[src/rtl/packet_deframer_pkg.sv]
// rtl/packet_deframer_pkg.sv - shared UART packet beat type and framing constants
package Structures;

  localparam logic [7:0] UART_SYNC = 8'h55;

  typedef struct packed {
    logic [7:0] Source;
    logic [7:0] Destination;
    logic [7:0] Length;
    logic       SoP;
    logic       EoP;
    logic [7:0] Data;
    logic       Valid;
  } UART_PACKET;

  // A Length of zero on the wire denotes a full 256-byte payload.
  function automatic logic [8:0] payload_bytes(input logic [7:0] len);
    return (len == 8'd0) ? 9'd256 : {1'b0, len};
  endfunction

endpackage

[src/rtl/packet_deframer_byte_timeout.sv]
// rtl/packet_deframer_byte_timeout.sv - inter-byte idle counter with one-cycle expiry pulse
module byte_timeout #(
  parameter int TIMEOUT_CYCLES = 20000
) (
  input  logic i_clk,
  input  logic i_rst,
  input  logic i_clear,
  input  logic i_enable,
  output logic o_expired
);

  localparam int W = $clog2(TIMEOUT_CYCLES + 1);
  localparam logic [W-1:0] LAST = W'(TIMEOUT_CYCLES - 1);

  logic [W-1:0] r_count;

  // Fires on the clock that would bring the count to TIMEOUT_CYCLES; a byte that cycle suppresses it.
  assign o_expired = i_enable && !i_clear && (r_count == LAST);

  always_ff @(posedge i_clk or posedge i_rst) begin
    if (i_rst) begin
      r_count <= '0;
    end else if (i_clear || o_expired) begin
      r_count <= '0;
    end else if (i_enable) begin
      r_count <= r_count + W'(1);
    end
  end

endmodule

[src/rtl/packet_deframer.sv]
// rtl/packet_deframer.sv - sync hunt, header capture and payload beat framing with timeout padding
module packet_deframer
  import Structures::*;
#(
  parameter int TIMEOUT_CYCLES = 20000
) (
  input  logic       ipClk,
  input  logic       ipReset,
  input  logic [7:0] ipRxData,
  input  logic       ipRxValid,
  output UART_PACKET opRxStream,
  output logic [7:0] opAbortCount
);

  typedef enum logic [2:0] {
    S_IDLE,
    S_DEST,
    S_SRC,
    S_LEN,
    S_DATA,
    S_FLUSH
  } state_t;

  state_t     r_state;
  logic [8:0] r_remaining;
  logic       r_first;

  logic       w_idle_or_flush;
  logic       w_expired;
  logic       w_beat;
  logic       w_last;
  logic [7:0] w_beat_data;

  assign w_idle_or_flush = (r_state == S_IDLE) || (r_state == S_FLUSH);

  byte_timeout #(
    .TIMEOUT_CYCLES(TIMEOUT_CYCLES)
  ) u_timeout (
    .i_clk    (ipClk),
    .i_rst    (ipReset),
    .i_clear  (ipRxValid || w_idle_or_flush),
    .i_enable (!w_idle_or_flush),
    .o_expired(w_expired)
  );

  // A payload timeout emits its first zero pad on the expiry edge itself, so padding follows at once.
  assign w_beat      = ((r_state == S_DATA) && (ipRxValid || w_expired)) || (r_state == S_FLUSH);
  assign w_beat_data = ((r_state == S_DATA) && ipRxValid) ? ipRxData : 8'h00;
  assign w_last      = (r_remaining == 9'd1);

  always_ff @(posedge ipClk or posedge ipReset) begin
    if (ipReset) begin
      r_state      <= S_IDLE;
      r_remaining  <= '0;
      r_first      <= 1'b0;
      opRxStream   <= '0;
      opAbortCount <= '0;
    end else begin
      opRxStream.Valid <= 1'b0;
      opRxStream.SoP   <= 1'b0;
      opRxStream.EoP   <= 1'b0;

      if (w_expired && (opAbortCount != 8'hFF)) begin
        opAbortCount <= opAbortCount + 8'd1;
      end

      case (r_state)
        S_IDLE: begin
          if (ipRxValid && (ipRxData == UART_SYNC)) begin
            r_state <= S_DEST;
          end
        end
        S_DEST: begin
          if (ipRxValid) begin
            opRxStream.Destination <= ipRxData;
            r_state                <= S_SRC;
          end else if (w_expired) begin
            r_state <= S_IDLE;
          end
        end
        S_SRC: begin
          if (ipRxValid) begin
            opRxStream.Source <= ipRxData;
            r_state           <= S_LEN;
          end else if (w_expired) begin
            r_state <= S_IDLE;
          end
        end
        S_LEN: begin
          if (ipRxValid) begin
            opRxStream.Length <= ipRxData;
            r_remaining       <= payload_bytes(ipRxData);
            r_first           <= 1'b1;
            r_state           <= S_DATA;
          end else if (w_expired) begin
            r_state <= S_IDLE;
          end
        end
        S_DATA, S_FLUSH: begin
          if (w_beat) begin
            opRxStream.Valid <= 1'b1;
            opRxStream.Data  <= w_beat_data;
            opRxStream.SoP   <= r_first;
            opRxStream.EoP   <= w_last;
            r_first          <= 1'b0;
            r_remaining      <= r_remaining - 9'd1;
            if (w_last) begin
              r_state <= S_IDLE;
            end else if (!ipRxValid) begin
              r_state <= S_FLUSH;
            end
          end
        end
        default: r_state <= S_IDLE;
      endcase
    end
  end

endmodule

[config.mk]
export PLATFORM = sky130hd
export DESIGN_NAME = packet_deframer
export DESIGN_NICKNAME = d
export VERILOG_FILES = /design/src/rtl/packet_deframer_pkg.sv /design/src/rtl/packet_deframer_byte_timeout.sv /design/src/rtl/packet_deframer.sv
export SDC_FILE = /design/constraint.sdc
export NUM_CORES = 1
export LEC_CHECK = 0
export ABC_CLOCK_PERIOD_IN_PS = 4750
export BUFFER_PORTS_ARGS = -buffer_cell sky130_fd_sc_hd__buf_2
export CORE_MARGIN = 3
export CORE_UTILIZATION = 55
export DETAILED_ROUTE_END_ITERATION = 8
export PLACE_DENSITY = 0.86
export SYNTH_ARGS = -nofsm -noshare
export SYNTH_HDL_FRONTEND = slang
export SYNTH_SLANG_ARGS = --single-unit
[constraint.sdc]
create_clock -name ipClk -period 4.75 [get_ports ipClk]
set_input_delay 0.95 -clock ipClk [delete_from_list [all_inputs] [get_ports ipClk]]
set_output_delay 0.95 -clock ipClk [all_outputs]
set_load 0.1 [all_outputs]
# After elaboration in Yosys (flattened, before gate mapping)
# Index checks and enable logic that the tools add are counted.
totals:
  register_bits: 71
  inputBits: 11
  output_inout_bits: 43
  elab_cells: 73
classes:
  add_sub_neg: 3
  eq_ne: 14
  n_mux: 21
  reduce_logical: 23
ops:
  columns: ["operator", "count"]
  rows:
  - ["15-bit 2-to-1 mux", 2]
  - ["9-bit 2-to-1 mux", 3]
  - ["3-bit 2-to-1 mux", 8]
  - ["11-bit 2-to-1 mux", 2]
  - ["9-bit one-hot mux with 2 select lines", 1]
  - ["15-bit by 1-bit adder with 15-bit output, second input constant", 1]
  - ["15-bit equality test, second input constant", 1]
  - ["3-bit one-hot mux with 5 select lines", 1]
  - ["9-bit by 1-bit equality test with 1-bit output, second input constant", 1]
  - ["9-bit by 1-bit subtractor with 9-bit output, second input constant", 1]
  - ["8-bit by 1-bit adder with 8-bit output, second input constant", 1]
  - ["8-bit by 7-bit equality test with 1-bit output, second input constant", 1]
  - ["8-bit logical NOT", 1]
  - ["8-bit 2-to-1 mux", 1]
  - ["8-bit inequality test, second input constant", 1]
  - ["2-bit AND reduction", 4]
  - ["3-bit by 2-bit equality test with 1-bit output, second input constant", 2]
  - ["3-bit equality test, second input constant", 2]
  - ["1-bit logical AND", 6]
  - ["3-bit AND reduction", 2]
  - ["1-bit logical OR", 5]
  - ["2-bit by 1-bit inequality test with 1-bit output, second input constant", 2]
  - ["2-bit inequality test, second input constant", 2]
  - ["3-bit by 1-bit equality test with 1-bit output, second input constant", 1]
  - ["7 further kinds", 9]

# Depth between registers and ports, before layout
# Gate-level depths: netlist of the first run.
depth:
  depth_word: 11
  depth_mapped: 8
  mapped_depth_nobuf: 6

# By module
# From an unflattened synthesis of the first run, not the netlist that was laid out.
hier_totals:
  cells_unflattened: 296
  area_unflattened_um2: 3388.2
modules_own_cells:
  columns: ["module", "n_inst", "cells_each", "area_each_um2", "seq_area_each_um2"]
  rows:
  - ["packet_deframer", 1, 218, 2608.8, 1401.3]
  - ["byte_timeout", 1, 78, 779.5, 375.4]

# Worst setup path after synthesis of the first run
# OpenSTA, ideal clock, no wires.
synth_timing:
  path_type: "register -> register"
  from: "register opAbortCount[0]"
  to: "register opAbortCount[1]"
  arrival_time_ns: 2.086
  path_slack_ns: 2.539
  path_stages_with_launch: 6
  path_buffers: 1
  period_less_slack_ns: 2.211
  cell_sequence: "dfrtp_1 > ha_1 > nand2_1 > o311a_1 > buf_2 > mux2_2"
synth_between:
  elab_chain_len: 2
  word_cells_on_any_way: 3
  classes_between: "1 x add/sub; 1 x eq/ne; 1 x reduce/logical"
synth_lines:
  columns: ["item", "line", "source"]
  rows:
  - ["start: declaration", "packet_deframer.sv:12", "output logic [7:0] opAbortCount"]
  - ["start signal: assignment", "packet_deframer.sv:64", "opAbortCount <= opAbortCount + 8'd1;"]
  - ["parallel branches: the longest is 2 deep, another holds 8-bit by 1-bit adder with 8-bit output", null, null]
# Parallel ways; which one is timed is not known.
# A chain may end at the register's enable or synchronous reset.

# Worst setup path in the final report of the first run
layout_timing:
  from: "input port ipRxValid"
  to: "register r_remaining[0]"
layout_between:
  elab_chain_len: 9
  word_cells_on_any_way: 10
  classes_between: "2 x eq/ne; 8 x reduce/logical"
layout_lines:
  columns: ["item", "line", "source"]
  rows:
  - ["start: declaration", "packet_deframer.sv:10", "input logic ipRxValid,"]
  - ["1-bit logical OR", "packet_deframer.sv:41", ".i_clear (ipRxValid || w_idle_or_flush),"]
  - ["1-bit logical NOT", "packet_deframer_byte_timeout.sv:18", "assign o_expired = i_enable && !i_clear && (r_count == LAST);"]
  - ["1-bit logical AND (2 in series)", "packet_deframer_byte_timeout.sv:18", null]
  - ["1-bit logical OR", "packet_deframer.sv:47", "assign w_beat = ((r_state == S_DATA) && (ipRxValid || w_expired)) || (r_state == S_FLUSH);"]
  - ["1-bit logical AND", "packet_deframer.sv:47", null]
  - ["1-bit logical OR", "packet_deframer.sv:47", null]
  - ["2-bit inequality test (no line)", null, null]
  - ["3-bit AND reduction (no line) *", null, null]
  - ["end signal: assignment", "packet_deframer.sv:92", "r_remaining <= payload_bytes(ipRxData);"]
  - ["end signal: assignment", "packet_deframer.sv:106", "r_remaining <= r_remaining - 9'd1;"]
  - ["end: declaration", "packet_deframer.sv:25", "logic [8:0] r_remaining;"]
# Every way passes the cells marked *; elsewhere a longest branch is shown, timed or not.

==> impl_metrics.py, run 1 <==
metrics = {
    "flow_run": {
        "cap_violations": 0,
    },
    "drt": {
        "routed_wl_um": 6850,
        "viasPerCell": 5.76,
        "drt_iter0_drc": 207,
        "wl_per_cell_um": 16.0,
        "drt_pass1_iterations": 4,
        "ant_nets": 0,
        "vias": 2467,
        "drc": 0,
    },
    "sta": {
        "setup_viol": 0,
        "clock.fmax_mhz": 414,
        "maxSlewHeadroom_pct": 32.1,
        "finClkSkew_ns": 0.00757,
        "setup-tns-final_ns": 0,
        "layout_min_cycle_time_ns": 2.42,
        "fin_crit_sh_pct": 50.9,
        "hold_violations": 0,
        "rsz0062_at_grt": "false",
        "drv_slew": 0,
        "worstMarginPinSlew_ns": 1.02,
    },
    "clocking": {
        "clkTransAtPathRegs_ns": 0.07,
        "post_cts_buffers": 0,
        "cts_tree": "built",
        "insertion_delay_ns": 0.35,
        "cts_root_buf": "clkbuf_8",
        "cts_hold_buffers": 0,
        "htreeDepth": 3,
        "numCtsBuffers": 9,
        "postCtsResizedCells": 0,
        "cts_buffer_depth": 2,
        "clkSinkCount": 71,
    },
    "synthesis": {
        "syn_avg_cell_area_um2": 10.8,
        "synth_nets": 315,
        "synth-edff-count": 0,
        "synth-async-reset-ratio_pct": 100,
        "synth-simple-area-share_pct": 17.6,
        "synth_cell_types": 46,
        "synth_ff_type": "dfrtp_1",
        "synth_fa_ha_area_share_pct": 1.55,
        "synth_top_family_by_area": "simple AND/OR/NAND/NOR gates",
        "muxShareOfSynthArea_pct": 5.91,
        "syn_area_um2": 3240,
        "syn_inst": 300,
        "synth_seq_area_share_pct": 54.9,
        "synth-seq-cells": 71,
        "synth_xor_area_share_pct": 5.41,
        "yosysWarnings": 0,
        "synth_top_area_cell": "dfrtp_1",
        "synth_compound_area_share_pct": 11.4,
        "synth_area_leaders": "dfrtp_1 (55%), mux2_2 (5.9%), nand2_1 (4.5%), xnor2_1 (2.7%), xor2_1 (2.7%)",
        "synth_top_area_share_pct": 54.9,
    },
    "floorplanning": {
        "die_x_um": 82.7,
        "num_rows": 27,
        "start_util_pct": 57.7,
        "ios": 54,
        "die_area_um2": 6840,
        "core_um2": 5610,
        "die_h_um": 82.7,
    },
    "grt": {
        "gr-total-overflow": 0,
        "use_met1_pct": 30.2,
        "antenna_found_initial": 0,
        "gr-usage-all-layers_pct": 21.6,
        "grt_first_pass_wirelength_um": 11100,
        "grt_max_degree": 40,
        "use_met2_pct": 32.1,
        "top_usage_layer": "met2",
        "gr-usage-met3_pct": 4.12,
        "grt_pass1_vias": 2358,
    },
    "cells_and_area": {
        "final_nets": 366,
        "diodes": 0,
        "drive_above_1_share_pct": 26.4,
        "final_common_cell": "dfrtp_1",
        "fin_util_pct": 67.3,
        "num-fill-cells": 427,
        "final_cell_mix": "dfrtp_1 (71), buf_2 (53), nand2_1 (39), nor2_1 (23), mux2_2 (17)",
        "area_delta_synth_final_pct": 16.6,
    },
    "power_and_ir_drop": {
        "power.leakage_uw": 0.00187,
        "peakVddDrop_v": 0.000299,
        "p_per_area_nw_per_um2": 390,
    },
    "min_path": {
        "hold_start": "opRxStream[13]$_DFFE_PP0P_",
        "hp-class": "register to register",
        "min_path_cells": 2,
        "min_to": "opRxStream[13]$_DFFE_PP0P_",
    },
    "placed_design": {
        "hpwl_um": 4770,
        "numPortBuffers": 53,
        "gp_congestion": 0.891,
    },
    "setup_path": {
        "reg2reg_slack_ns": 2.36,
        "path_class": "primary input to register",
        "startpoint_type": "primary input",
        "cp.arrival_ns": 2.67,
        "critPathRequiredTime_ns": 5.01,
        "cp-end-kind": "register",
        "crit_fanout": 12,
        "timing.rr.end": "r_remaining[0]$_DFFE_PP0P_",
        "rr_startpoint": "r_state[2]$_DFFE_PP0P_",
        "r2r_cells": 5,
    },
    "outcome": {
        "status": "complete, no violations",
    },
}
## registers in the layout, indices dropped and copies added, names as in the netlist
| signal | cells |
|---|---|
| r_first | 1 |
| u_timeout.r_count | 15 |
| opAbortCount | 8 |
| r_remaining | 9 |
| r_state | 3 |
| opRxStream | 35 |
## worst max-delay path, cell delays in order
cell and delay (ns):
buf_2 0.18, nand3_1 0.36, a22oi_1 0.77, o21ai_0 0.19, a22oi_1 0.22
## Yosys cell counts (all sizes together) (2+ instances only)
| master | number |
|---|---|
| a21o | 2 |
| a21oi | 11 |
| a22o | 9 |
| a22oi | 4 |
| a2bb2oi | 2 |
| a31oi | 2 |
| a32o | 2 |
| and3 | 7 |
| and4 | 3 |
| buf | 7 |
| clkbuf | 7 |
| dfrtp | 71 |
| ha | 4 |
| inv | 9 |
| mux2 | 17 |
| nand2 | 40 |
| nand2b | 2 |
| nand3 | 10 |
| nand4 | 11 |
| nor2 | 23 |
| nor2b | 2 |
| nor3 | 5 |
| nor4 | 3 |
| nor4b | 2 |
| o21ai | 12 |
| o22ai | 2 |
| xnor2 | 10 |
| xor2 | 10 |
## cells by family (layout without fill, tap and decap cells)
logic type               Yosys count  in the layout
AND/OR/NAND/NOR                  111            111
XOR/XNOR                          20             20
flip-flops                        71             71
adder cells (fa/ha/maj)            4              4
AO/OA/AOI/OAI                     54             54
multiplexers                      17             17
buffers and inverters             23             79
## final cells by class
cell class	count	area [um^2]	area share, %
Clock buffer	9	124	3.28
Clock inverter	7	121	3.22
Inverter	9	33.8	0.895
Multi-Input combinational cell	206	1360	35.9
Sequential cell	71	1780	47.1
Tap cell	72	90.1	2.39
Timing Repair Buffer	54	273	7.23
## how the worst max path moves through the flow
| stage | slack (ns) | startpoint | cells after the start | endpoint |
|---|---|---|---|---|
| after floorplan | 2.00 | ipReset | 1 | opAbortCount[0]$_DFFE_PP0P_ |
| after global placement | 2.08 | ipRxValid | 5 | r_remaining[0]$_DFFE_PP0P_ |
| after detailed placement | 2.04 | ipRxValid | 5 | r_remaining[0]$_DFFE_PP0P_ |
| after CTS | 2.40 | ipRxValid | 5 | r_remaining[0]$_DFFE_PP0P_ |
| after global routing | 2.11 | r_state[2]$_DFFE_PP0P_ | 5 | r_remaining[0]$_DFFE_PP0P_ |
| final | 2.33 | ipRxValid | 5 | r_remaining[0]$_DFFE_PP0P_ |
## through the flow
stage               worst slack, ns  area (um^2)  hold WS [ns]  instances  power (uW)
floorplan                      2.00         3240         0.455        300         848
global placement               2.08         3530         0.456        412         887
detailed placement             2.04         3530         0.463        412         899
CTS                            2.40         3770         0.485        428        1480
global route                   2.11         3770         0.517        428        1520
finish                         2.33         3770         0.488        428        1470
## metal layers
layer | share of wire [%] | vias to the layer above
met5 | 0 | -
met4 | 1.5 | 0
met3 | 5.4 | 11
met2 | 49 | 77
met1 | 44 | 1216
li1 | - | 1163
## power breakdown
group | internal (uW) | switching (uW) | total, uW
combinational | 57.0 | 153 | 210
sequential | 640 | 39.5 | 679
clock | 349 | 235 | 584
Power figures use the tool's default switching activity.
==> inputs of run 2 (changes only) <==
Settings changed: ABC_AREA from default to 1, ABC_CLOCK_PERIOD_IN_PS 4750 to 2000, CORE_UTILIZATION 55 to 51, PLACE_DENSITY 0.86 to 0.83.
Clock period 4.75 ns to 2 ns, I/O delays scaled along.
==> impl_metrics.py, run 2 <==
metrics = {
    "clocking": {
        "postCtsResizedCells": 0,
        "cts_tree": "built",
        "htreeDepth": 3,
        "clkSinkCount": 71,
        "cts_hold_buffers": 0,
        "post_cts_buffers": 0,
        "numCtsBuffers": 9,
        "insertion_delay_ns": 0.35,
        "cts_buffer_depth": 2,
        "clkTransAtPathRegs_ns": 0.09,
        "cts_root_buf": "clkbuf_8",
    },
    "floorplanning": {
        "die_area_um2": 8200,
        "num_rows": 30,
        "core_um2": 6870,
        "ios": 54,
        "die_x_um": 90.6,
        "start_util_pct": 53.1,
        "die_h_um": 90.6,
    },
    "cells_and_area": {
        "multi_input_area_um2": 1610,
        "diodes": 0,
        "drive_above_1_share_pct": 24.0,
        "regMostFlops": "opRxStream",
        "area_delta_synth_final_pct": 15.0,
        "num-fill-cells": 625,
        "final_nets": 523,
        "final_cell_mix": "nand2_1 (115), dfrtp_1 (69), buf_2 (53), nor2_1 (43), inv_1 (38)",
        "top_regs": "opRxStream: 35 flops, u_timeout.r_count: 15 flops, r_remaining: 9 flops",
        "finalNonFillerCells": 609,
        "final_common_cell": "nand2_1",
        "largest_reg_flops": 35,
        "regArea_um2": 1780,
    },
    "synthesis": {
        "synth_nets": 466,
        "synth-async-reset-ratio_pct": 100,
        "syn_avg_cell_area_um2": 8.09,
        "synth-seq-cells": 71,
        "synth_common_cells": "nand2_1 (115), dfrtp_1 (71), nor2_1 (43)",
        "synth_top_area_cell": "dfrtp_1",
        "syn_area_um2": 3650,
        "synth_area_leaders": "dfrtp_1 (49%), nand2_1 (12%), o21ai_1 (4.8%), nor2_1 (4.4%), nand3_1 (4.3%)",
        "synth_cell_types": 31,
        "synth_ff_type": "dfrtp_1",
        "yosysMostFrequentCell": "nand2_1",
        "synth_seq_area_share_pct": 48.7,
        "synth_top_area_share_pct": 48.7,
        "syn_inst": 451,
        "yosysWarnings": 0,
        "synth-edff-count": 0,
    },
    "drt": {
        "wl_per_cell_um": 13.8,
        "drc": 0,
        "ant_nets": 0,
        "vias": 3177,
        "drt_pass1_iterations": 5,
        "viasPerCell": 5.22,
        "routed_wl_um": 8420,
        "drt_iter0_drc": 200,
    },
    "setup_path": {
        "cp-end-kind": "register",
        "rr_startpoint": "u_timeout.r_count[0]$_DFFE_PP0P_",
        "critPathRequiredTime_ns": 2.24,
        "path_class": "register to register",
        "cp.arrival_ns": 1.98,
        "r2r_cells": 9,
        "reg2reg_slack_ns": 0.26,
        "timing.rr.end": "opRxStream[2]$_DFFE_PP0P_",
        "crit_fanout": 20,
        "critPathLaunch": "u_timeout.r_count[0]$_DFFE_PP0P_",
        "startpoint_type": "register",
    },
    "grt": {
        "grt_first_pass_wirelength_um": 14200,
        "gr-total-overflow": 0,
        "grt_pass1_vias": 3195,
        "antenna_found_initial": 0,
        "grt_max_degree": 34,
        "gr-usage-all-layers_pct": 21.4,
    },
    "placed_design": {
        "placed_cells": 593,
        "numPortBuffers": 53,
        "hpwl_um": 6070,
        "gp_congestion": 0.831,
    },
    "sta": {
        "maxSlewHeadroom_pct": 61.1,
        "setup-tns-final_ns": 0,
        "rsz0062_at_grt": "false",
        "setup_viol": 0,
        "fin_crit_sh_pct": 87.1,
        "worstMarginPinSlew_ns": 0.582,
        "clock.fmax_mhz": 574,
        "hold_violations": 0,
        "finClkSkew_ns": 0.0135,
        "drv_slew": 0,
        "layout_min_cycle_time_ns": 1.74,
    },
    "outcome": {
        "status": "complete, no violations",
    },
    "power_and_ir_drop": {
        "peakVddDrop_v": 0.00183,
        "p_per_area_nw_per_um2": 1740,
        "power.leakage_uw": 0.00214,
    },
    "flow_run": {
        "cap_violations": 0,
    },
    "min_path": {
        "hp-class": "primary input to async pin",
    },
}
[run 2: kinds of logic after synthesis]
| group | after synthesis | synth area share (%) |
|---|---|---|
| fa+ha+maj | 4 | 1.37 |
| xor+xnor | 11 | 2.64 |
| simple gates | 248 | 32.2 |
| buf+inv | 62 | 7.17 |
| flops | 71 | 48.7 |
| compound gates | 55 | 7.89 |
[run 2: where the power goes]
| part | internal (uW) | switching, uW | leakage [uW] |
|---|---|---|---|
| sequential | 1870 | 333 | 0.000927 |
| combinational | 745 | 3280 | 0.00112 |
| clock | 472 | 617 | 0.0000912 |
| total | 3080 | 4230 | 0.00214 |
[run 2: critical path: stages, from the launching register on]
cell and delay (ns):
dfrtp_1 0.40, ha_1 0.23, nand3_2 0.16, nor2_1 0.22
nand3_4 0.13, nand2_2 0.08, nand2_2 0.04, buf_4 0.23
nand2_2 0.09, o21ai_1 0.07
[run 2: how the worst max path moves through the flow]
| stage | end | slack [ns] |
|---|---|---|
| global placement | opRxStream[3]$_DFFE_PP0P_ | 0.35 |
| CTS | opRxStream[2]$_DFFE_PP0P_ | 0.25 |
| finish | opRxStream[2]$_DFFE_PP0P_ | 0.26 |
| floorplan | opAbortCount[5]$_DFFE_PP0P_ | 0.03 |
| detailed placement | opRxStream[3]$_DFFE_PP0P_ | 0.27 |
| global route | r_remaining[1]$_DFFE_PP0P_ | 0.12 |
[run 2: through the flow]
stage	total power [uW]	cell area (um^2)	util [%]	hold WS, ns	worst slack (ns)
floorplan	5580	3650	-	0.452	0.0334
global placement	6130	4010	58.4	0.387	0.349
detailed placement	6240	4010	58.4	0.392	0.269
CTS	7330	4200	61.1	0.00696	0.250
global route	7720	4200	61.1	0.0103	0.124
finish	7310	4200	61.1	0.00703	0.259
[run 2: cell type report]
class | instances | share of cell area, %
clock buffer | 9 | 2.95
sequential | 71 | 42.4
inverter | 51 | 4.65
tap | 96 | 2.86
clock inverter | 7 | 1.43
multi-input combinational | 318 | 38.4
timing repair buffer | 57 | 7.34
[run 2: per-layer routing]
| metal | up-vias | track usage [%] | wire (um) |
|---|---|---|---|
| met5 | - | 0 | 0 |
| met4 | 0 | 8.80 | 122 |
| met3 | 13 | 4.75 | 461 |
| met2 | 88 | 35.9 | 4270 |
| met1 | 1509 | 26.6 | 3560 |
| li1 | 1567 | - | - |
==> inputs of run 3 (changes only) <==
Settings changed: CORE_UTILIZATION 51 to 37, PLACE_DENSITY 0.83 to 0.66.
==> impl_metrics.py, run 3 (same netlist as run 2, synthesis figures left out) <==
metrics = {
    "outcome": {
        "status": "complete, no violations",
    },
    "grt": {
        "grt_first_pass_wirelength_um": 14400,
        "gr-usage-all-layers_pct": 15.9,
        "gr-usage-met3_pct": 2.63,
        "use_met2_pct": 26.4,
        "gr-total-overflow": 0,
        "top_usage_layer": "met2",
        "use_met1_pct": 20.7,
        "grt_pass1_vias": 3081,
        "antenna_found_initial": 0,
        "grt_max_degree": 27,
    },
    "drt": {
        "vias": 3133,
        "ant_nets": 0,
        "routed_wl_um": 8430,
        "drt_iter0_drc": 188,
        "drc": 0,
        "drt_pass1_iterations": 4,
        "viasPerCell": 4.85,
        "wl_per_cell_um": 13.1,
    },
    "clocking": {
        "cts_root_buf": "clkbuf_8",
        "cts_tree": "built",
        "numCtsBuffers": 9,
        "clkSinkCount": 71,
        "post_cts_buffers": 0,
        "insertion_delay_ns": 0.35,
        "clkTransAtPathRegs_ns": 0.09,
        "cts_buffer_depth": 2,
        "htreeDepth": 3,
    },
    "placed_design": {
        "numPortBuffers": 53,
        "hpwl_um": 6090,
        "gp_congestion": 0.849,
        "place_ws_ns": 0.277,
    },
    "setup_path": {
        "reg2reg_slack_ns": 0.28,
        "timing.rr.end": "opRxStream[6]$_DFFE_PP0P_",
        "path_class": "register to register",
        "cp_slowest_stage_delay_ns": 0.39,
        "startpoint_type": "register",
        "cp-end-kind": "register",
        "crit_buf_inv": 1,
        "crit_fanout": 20,
        "worstPathCellList": "ha_1, nand3_2, nor2_1, nand3_4, nand2_2, nand2_2, buf_4, nand2_2, o21ai_1",
        "critPathRequiredTime_ns": 2.23,
        "critPathTopFamily": "simple AND/OR/NAND/NOR gates",
        "critPathLaunch": "u_timeout.r_count[0]$_DFFE_PP0P_",
        "critPathSlowestCell": "dfrtp_1",
        "cp_common_cell": "nand2_2",
        "setup.worst_path.end": "opRxStream[6]$_DFFE_PP0P_",
        "cp.arrival_ns": 1.95,
        "rr_startpoint": "u_timeout.r_count[0]$_DFFE_PP0P_",
        "r2r_cells": 9,
        "critical_path_cell_count": 9,
    },
    "cells_and_area": {
        "final_cell_mix": "nand2_1 (115), dfrtp_1 (69), buf_2 (53), nor2_1 (43), inv_1 (38)",
        "top_regs": "opRxStream: 35 flops, u_timeout.r_count: 15 flops, r_remaining: 9 flops",
        "largest_reg_flops": 35,
        "regMostFlops": "opRxStream",
        "area_delta_synth_final_pct": 16.7,
        "drive_above_1_share_pct": 24.4,
        "final_nets": 527,
        "diodes": 0,
        "final_common_cell": "nand2_1",
    },
    "flow_run": {
        "cap_violations": 0,
    },
    "floorplanning": {
        "start_util_pct": 38.7,
        "num_rows": 35,
        "core_um2": 9420,
        "die_area_um2": 11100,
        "die_x_um": 105,
        "ios": 54,
        "die_h_um": 105,
    },
    "power_and_ir_drop": {
        "peakVddDrop_v": 0.00141,
        "power.leakage_uw": 0.00216,
        "p_per_area_nw_per_um2": 1710,
    },
    "min_path": {
        "hp-class": "primary input to register",
    },
    "sta": {
        "clock.fmax_mhz": 581,
        "maxSlewHeadroom_pct": 62.6,
        "setup_viol": 0,
        "drv_slew": 0,
        "rsz0062_at_grt": "false",
        "setup_slack_ns": 0.280,
        "hold_violations": 0,
        "setup-tns-final_ns": 0,
        "worstMarginPinSlew_ns": 0.561,
        "layout_min_cycle_time_ns": 1.72,
        "fin_crit_sh_pct": 86.0,
        "finClkSkew_ns": 0.0169,
    },
}
## run 3: cell count changes in the layout (fill, tap and decap cells not counted)
cell	change
buf_4	+4
buf_12	-1
clkinv_4	-1
dlygate4sd3_1	+1
inv_6	+1
## run 3: layout make-up
cell class	instances	area [um^2]
multi-input cells	318	1610
clock buffers	9	124
repair buffers	61	328
inverters	51	195
fillers	946	5160
flip-flops and latches	71	1780
clock inverters	7	60.1
well taps	129	161
## run 3: worst min-delay path by stage
| stage | depth (start not counted) | slack (ns) | startpoint | end |
|---|---|---|---|---|
| after floorplan | 1 | 0.45 | u_timeout.r_count[0]$_DFFE_PP0P_ | u_timeout.r_count[0]$_DFFE_PP0P_ |
| after global placement | 2 | 0.39 | ipReset | opRxStream[27]$_DFFE_PP0P_ |
| after detailed placement | 2 | 0.39 | ipReset | opRxStream[27]$_DFFE_PP0P_ |
| after CTS | 3 | 0.39 | ipRxData[5] | opRxStream[16]$_DFFE_PP0P_ |
| after global routing | 3 | 0.43 | ipRxData[5] | opRxStream[24]$_DFFE_PP0P_ |
| final | 3 | 0.41 | ipRxData[5] | opRxStream[16]$_DFFE_PP0P_ |
## run 3: per-stage QoR
stage          hold slack [ns]  total power (uW)  cells  util [%]  instance area [um^2]
5_1_grt                  0.435              7730    646      45.2                  4260
3_5_place_dp             0.394              6230    629      43.1                  4060
4_1_cts                  0.390              7340    646      45.2                  4260
2_1_floorplan            0.452              5580    451         -                  3650
3_3_place_gp             0.392              6170    629      43.1                  4060
6_report                 0.411              7290    646      45.2                  4260
## run 3: power by group
part | total (uW) | switching (uW) | leakage, uW | internal, uW
sequential | 2200 | 331 | 0.000927 | 1870
clock | 1090 | 618 | 0.0000916 | 474
combinational | 4000 | 3250 | 0.00114 | 752
## run 3: routing by layer
layer	share of wire (%)	vias to the layer above
met5	0	-
met4	2.3	0
met3	3.9	15
met2	48	59
met1	46	1486
li1	-	1573
## run 3: worst register-to-register path: cells and delay by family, from the launching register on
family / cells / cell delay (ns)
flops: 1 / 0.39
simple gates: 6 / 0.70
compound gates: 1 / 0.07
fa+ha+maj: 1 / 0.22
buf+inv: 1 / 0.24
## run 3: timing repair
action / in CTS / in global routing
hold endpoints to repair: 8 / 0
gates resized for setup: 0 / 0
hold buffers: 1 / 0
